[config.mk]
export PLATFORM = sky130hd
export DESIGN_NAME = data_ready_gate_gen
export DESIGN_NICKNAME = d
export VERILOG_FILES = /design/src/rtl/data_ready_gate_gen.sv
export SDC_FILE = /design/constraint.sdc
export NUM_CORES = 1
export LEC_CHECK = 0
export ABC_CLOCK_PERIOD_IN_PS = 6500
export BUFFER_PORTS_ARGS = -buffer_cell sky130_fd_sc_hd__clkbuf_2
export CAP_MARGIN = 20
export CORE_MARGIN = 1
export CORE_UTILIZATION = 60
export CTS_CLUSTER_DIAMETER = 40
export DETAILED_ROUTE_END_ITERATION = 10
export PLACE_DENSITY = 0.78
export SLEW_MARGIN = 20
export SYNTH_ARGS = -nofsm -noshare
export SYNTH_HDL_FRONTEND = slang
export SYNTH_SLANG_ARGS = --single-unit
[constraint.sdc]
create_clock -name clk -period 6.5 [get_ports clk]
set_input_delay 0.65 -clock clk [delete_from_list [all_inputs] [get_ports clk]]
set_output_delay 0.65 -clock clk [all_outputs]
set_load 0.02 [all_outputs]
[src/rtl/data_ready_gate_gen.sv]
// data_ready_gate_gen: per-channel trigger -> programmable delay -> programmable-width gate.
// Revision: 1.0 - initial multi-channel release.
`default_nettype none

module data_ready_gate_gen #(
  parameter int NCH   = 4,
  parameter int CNT_W = 8
) (
  input  logic             clk,
  input  logic             rst_n,
  input  logic [NCH-1:0]   trig,
  input  logic [NCH-1:0]   abort,
  input  logic [CNT_W-1:0] delay_cfg,
  input  logic [CNT_W-1:0] width_cfg,
  input  logic             retrig_en,
  input  logic             ovr_clr,
  output logic [NCH-1:0]   gate_out,
  output logic [NCH-1:0]   busy,
  output logic [NCH-1:0]   done,
  output logic [NCH-1:0]   overrun
);

  typedef enum logic [1:0] {
    S_IDLE  = 2'd0,
    S_DELAY = 2'd1,
    S_GATE  = 2'd2
  } state_t;

  // A zero width still yields a one-clock gate.
  logic [CNT_W-1:0] width_eff;
  assign width_eff = (width_cfg == '0) ? CNT_W'(1) : width_cfg;

  for (genvar g = 0; g < NCH; g++) begin : g_ch
    state_t           state;
    state_t           state_nxt;
    logic [CNT_W-1:0] cnt;
    logic [CNT_W-1:0] cnt_nxt;
    logic [CNT_W-1:0] wlat;
    logic [CNT_W-1:0] wlat_nxt;
    logic             done_r;
    logic             done_nxt;
    logic             ovr_r;
    logic             ovr_nxt;
    logic             accept;

    // A trigger is taken from IDLE, or while busy when retriggering is enabled.
    assign accept = trig[g] && ((state == S_IDLE) || retrig_en);

    always_comb begin
      state_nxt = state;
      cnt_nxt   = cnt;
      wlat_nxt  = wlat;
      done_nxt  = 1'b0;
      ovr_nxt   = ovr_r;
      if (ovr_clr) begin
        ovr_nxt = 1'b0;
      end
      if (abort[g]) begin
        state_nxt = S_IDLE;
        cnt_nxt   = '0;
      end else if (accept) begin
        wlat_nxt = width_eff;
        if (delay_cfg == '0) begin
          state_nxt = S_GATE;
          cnt_nxt   = width_eff - 1'b1;
        end else begin
          state_nxt = S_DELAY;
          cnt_nxt   = delay_cfg - 1'b1;
        end
      end else begin
        // Busy and not retriggerable: the trigger is dropped and flagged.
        if (trig[g]) begin
          ovr_nxt = 1'b1;
        end
        case (state)
          S_DELAY: begin
            if (cnt == '0) begin
              state_nxt = S_GATE;
              cnt_nxt   = wlat - 1'b1;
            end else begin
              cnt_nxt = cnt - 1'b1;
            end
          end
          S_GATE: begin
            if (cnt == '0) begin
              state_nxt = S_IDLE;
              done_nxt  = 1'b1;
            end else begin
              cnt_nxt = cnt - 1'b1;
            end
          end
          default: begin
          end
        endcase
      end
    end

    always_ff @(posedge clk or negedge rst_n) begin
      if (!rst_n) begin
        state  <= S_IDLE;
        cnt    <= '0;
        wlat   <= '0;
        done_r <= 1'b0;
        ovr_r  <= 1'b0;
      end else begin
        state  <= state_nxt;
        cnt    <= cnt_nxt;
        wlat   <= wlat_nxt;
        done_r <= done_nxt;
        ovr_r  <= ovr_nxt;
      end
    end

    assign gate_out[g] = (state == S_GATE);
    assign busy[g]     = (state != S_IDLE);
    assign done[g]     = done_r;
    assign overrun[g]  = ovr_r;
  end

endmodule

`default_nettype wire
# Word-level counts from Yosys, hierarchy flattened
# Cells that the tools add are included.
# word_totals
mem_bits_ro	0
ram_bits	0
out_inout_bits	16
elab_cells	167
latch_bits	0
reg_bits	80
mem_count	0
inputBits	28
# op_classes
eq_ne	20
bitwise	4
div_mod_pow	0
reduce_logical	38
n_mux	75
shifts	0
mul	0
add_sub_neg	10
order_cmp	0
# op_table
op	n
2-to-1 mux 8 bit	18
subtractor 8 x 1 -> 8 bit, second input constant	10
case mux 8 bit (2 select lines)	4
zero test 8 bit	6
2-to-1 mux 2 bit	17
2-to-1 mux 1 bit	32
inequality test 4 bit, second input constant	8
inequality test 4 x 2 -> 1 bit, second input constant	4
case mux 2 bit (2 select lines)	4
AND reduction 2 bit	8
nonzero test 4 bit	4
AND reduction 3 bit	4
== test 2 x 1 -> 1 bit, second input constant	4
== test 2 bit, second input constant	4
zero test 2 bit	4
nonzero test 2 bit	4
logical AND 1 bit	4
logical OR 1 bit	4
inverter 1 bit	4

# Depth between registers and ports, before layout
# depth
depth_word	6
depth_mapped	11
depth_no_buf	9

# Worst setup path after synthesis
# No wires, ideal clock.
# synth_timing
kind	input -> register
startpoint	input delay_cfg[4]
endpoint	register g_ch[0].cnt[6]
path_buffers	2
arrival_ps	2872
t_required_ps	6418
cell_stages	11
slack_ps	3546
setup_time_ps	82
path_cell_list	clkbuf_1 > nor4_2 > and2_0 > clkbuf_1 > a21oi_1 > ha_1 > or3b_1 > or4_1 > o22ai_1 > o21ai_0 > a31oi_1
# synth_between
elab_chain_len	4
elab_cells_between_ends	5
classes_between	1 x add/sub; 3 x mux; 1 x reduce/logical
# synth_rtl
item	line_no	rtl
start, declared	13	input logic [CNT_W-1:0] delay_cfg,
subtractor 8 x 1 -> 8 bit or zero test 8 bit (tied branches)	68, 63	
2-to-1 mux 8 bit (*)	63	if (delay_cfg == '0) begin
2-to-1 mux 8 bit (*)	61	end else if (accept) begin
2-to-1 mux 8 bit (*)	58	if (abort[g]) begin
end signal, assigned	107	cnt <= cnt_nxt;
end, declared	36	logic [CNT_W-1:0] cnt;
# Mark *: on every way between the ends. The rest lies on a longest branch, timed or not.
# A chain may end at the register's enable or synchronous reset.

# Final worst setup path
# layout_timing
startpoint	input delay_cfg[1]
endpoint	register g_ch[3].cnt[4]
# layout_between
elab_chain_len	4
elab_cells_between_ends	5
classes_between	1 x add/sub; 3 x mux; 1 x reduce/logical
# layout_rtl
item	line_no
subtractor 8 x 1 -> 8 bit or zero test 8 bit (tied branches)	68, 63
2-to-1 mux 8 bit (*)	63
2-to-1 mux 8 bit (*)	61
2-to-1 mux 8 bit (*)	58
end signal, assigned	107
end, declared	36
# Marks and branches as above.

==> impl_metrics.py <==
metrics = {
    "worst_setup_path": {
        "crit_path_top_delay_cell": "nor4_2",
        "cpPeakStageDelay_ps": 660,
        "worst_setup_path_start_kind": "input port",
        "crit_fanout": 9,
        "path_cells": "clkbuf_2, nor4_2, nand2_1, o21ba_2, ha_1, or3b_1, a311oi_1, a21o_1, o21ai_0, a31oi_1",
        "cp-end-kind": "register",
        "crit_type": "input port to register",
        "rrSetupSlack_ps": 3700,
        "crit_buf_inv": 1,
        "cp_top_family": "simple AND/OR/NAND/NOR gates",
        "arrival_ps": 3430,
        "worst_ep_required_time_ps": 6740,
    },
    "route": {
        "drt_iter0_drc": 450,
        "wl_met2_um": 6342,
        "drc": 0,
        "highest_layer": "met4",
        "first_pass_iters": 5,
        "wl_per_cell_um": 18.65,
        "wl_met3_um": 1017,
        "wl_met1_um": 6119,
        "postRouteAntennaNets": 0,
        "viasPerCell": 6.541,
        "finalWirelength_um": 13750,
        "vias": 4821,
    },
    "timing": {
        "finalSetupTns_ps": 0,
        "fin_skew_ps": 9.410,
        "period_needed_ps": 3188,
        "drv_slew": 0,
        "post-route-period-util_pct": 49.05,
        "slew_headroom_pct": 29.26,
        "tightestPinTransition_ps": 1052,
        "grt_setup_unrepaired": "no",
        "hold_violations": 0,
        "fmax_mhz": 313.7,
        "setup_violations": 0,
    },
    "clocking": {
        "clk_pin_slew_worst_paths_ps": 90,
        "clock_sinks": 80,
        "cts_buffers": 9,
        "cts_max_level": 3,
        "insertion_delay_ps": 370,
        "cts_tree": "yes",
        "clockBufferDepth": 2,
        "cts_setup_buffers": 0,
        "ctsResizeCount": 0,
        "cts_root_buf": "clkbuf_8",
        "cts_hold_buf": 0,
    },
    "synth": {
        "ys_seq_area_share_pct": 37.74,
        "synth_top_cells_by_count": "nand2_1, dfrtp_1, nor2_1",
        "ys_warn_count": 0,
        "yosysMostFrequentCell": "nand2_1",
        "yosysTopAreaCellShare_pct": 37.74,
        "avgSynthCellArea_sq_um": 8.798,
        "ys_seq_elements": 80,
        "synthCells": 603,
        "syn-num-nets": 644,
        "syn_area_sq_um": 5305,
        "synth_area_leaders": "dfrtp_1, nand2_1, xnor2_1",
        "synth.distinct_cells": 67,
        "synthArstFlopShare_pct": 100.0,
        "synth_flop_cell": "dfrtp_1",
        "synth_top_cell_by_area": "dfrtp_1",
        "synth-edff-count": 0,
    },
    "floorplan": {
        "fp.dieW_um": 96.03,
        "dieArea_sq_um": 9222,
        "die_y_um": 96.03,
        "io_pins": 44,
        "coreArea_sq_um": 8382,
        "initial_utilization_pct": 63.29,
        "fp-row-count": 33,
    },
    "outcome": {
        "status": "completed",
    },
    "global_routing": {
        "grt.overflow.total": 0,
        "grt_first_pass_wirelength_um": 22270,
        "antenna_found_initial": 0,
        "grt_max_degree": 81,
        "first_global_vias": 4365,
        "grt_util_all_layers_pct": 32.42,
    },
    "final_layout": {
        "nets": 668,
        "syn2layout_area_growth_pct": 8.420,
        "layout-drive-gt1-share_pct": 14.24,
        "stdcell_area_sq_um": 5752,
        "num_antenna_cells": 0,
    },
    "power": {
        "ir_drop_uv": 158.8,
        "p_per_area_nw_per_um2": 317.9,
        "p_leak_nw": 2.603,
    },
    "worst_hold_path": {
        "worstHoldPathType": "input port to asynchronous set/reset pin",
    },
    "flow_run": {
        "maxCapViolCount": 0,
    },
    "placement": {
        "postPlaceCellArea_sq_um": 5504,
        "dpl.hpwl_um": 9809,
        "gp_congestion": 0.9808,
        "portBuffers": 43,
    },
}
-- where the power goes --
group	total [W]	internal [W]	switching [W]
combinational	0.000683	0.000298	0.000385
sequential	0.000717	0.000595	0.000122
clock	0.000429	0.000238	0.000191
-- final timing paths --
kind	start	to	depth (start not counted)
max	delay_cfg[1]	g_ch[3].cnt[4]	10
min	rst_n	g_ch[3].cnt[5]	1
max reg2reg	g_ch[2].cnt[3]	g_ch[2].cnt[2]	5
min reg2reg	g_ch[0].ovr_r	g_ch[0].ovr_r	1
max in group asynchronous	rst_n	g_ch[2].wlat[3]	1
min in group clk	abort[3]	g_ch[3].state[0]	2
-- layer usage --
| metal | up-vias | GRT usage [%] |
|---|---|---|
| met5 | - | 0 |
| met4 | 0 | 10.70 |
| met3 | 30 | 3.949 |
| met2 | 238 | 50.24 |
| met1 | 2314 | 47.08 |
| li1 | 2239 | - |
-- layout by cell type (no fill, tap or decap), drive strengths merged, types with 4 or more instances in the layout --
cell,netlist,final
xnor2,20,20
clkbuf,19,54
a311oi,5,5
o21ai,26,26
a31oi,5,5
a21oi,22,22
o21a,4,4
nand4,4,4
dfrtp,80,80
mux2i,16,16
a211oi,9,9
nor3,16,16
nor2,44,44
or4,11,11
ha,13,13
o221ai,17,17
nor2b,4,4
or3,8,8
nand2b,15,15
nand2,94,94
inv,31,31
mux2,15,15
a22o,4,4
nand3,11,11
xor2,18,18
o211ai,11,11
o31ai,7,7
nor4,15,15
-- area by class of cell --
class	count	area (sq um)
Inverter	31	116.4
Timing Repair Buffer	45	234.0
Multi-Input combinational cell	460	3037
Tap cell	105	131.4
Clock buffer	12	155.1
Sequential cell	80	2002
Fill cell	687	2630
Clock inverter	4	76.32
-- flip-flops by register name, summed over array words and instances (netlist names) --
name / flops
g_ch.cnt: 32
g_ch.done_r: 4
g_ch.ovr_r: 4
g_ch.state: 8
g_ch.wlat: 32
-- worst register-to-register path: stages, from the launching register on --
cell and delay [ps]:
dfrtp_1 440, nor3_1 570, nand3_1 380, a2111oi_4 760, nand2b_1 350, o221ai_1 160
-- cells by family (layout without fill, tap and decap cells) --
family                     count (synthesis)  in the layout  synth area share (%)
muxes                                     31             31                 6.203
adders and majority gates                 13             13                 3.066
buffers and inverters                     63             92                 5.259
xor gates and xnor gates                  38             38                 6.274
AOI/OAI and AO/OA                        141            141                 19.53
and+or+nand+nor                          237            237                 21.93
DFF                                       80             80                 37.74
-- metrics by stage --
| stage | worst slack (ps) | cells | utilization [%] | hold WS (ps) | power (W) |
|---|---|---|---|---|---|
| finish | 3312 | 737 | 68.62 | 304.5 | 0.001829 |
| global route | 3109 | 737 | 68.62 | 387.0 | 0.001949 |
| global placement | 3131 | 720 | 65.61 | 488.2 | 0.001376 |
| detailed placement | 3002 | 721 | 65.67 | 488.0 | 0.001391 |
| floorplan | 3546 | 603 | - | 354.4 | 0.001232 |
| CTS | 3397 | 737 | 68.43 | 489.3 | 0.001822 |
No activity file was read; power rests on OpenSTA's default activity.
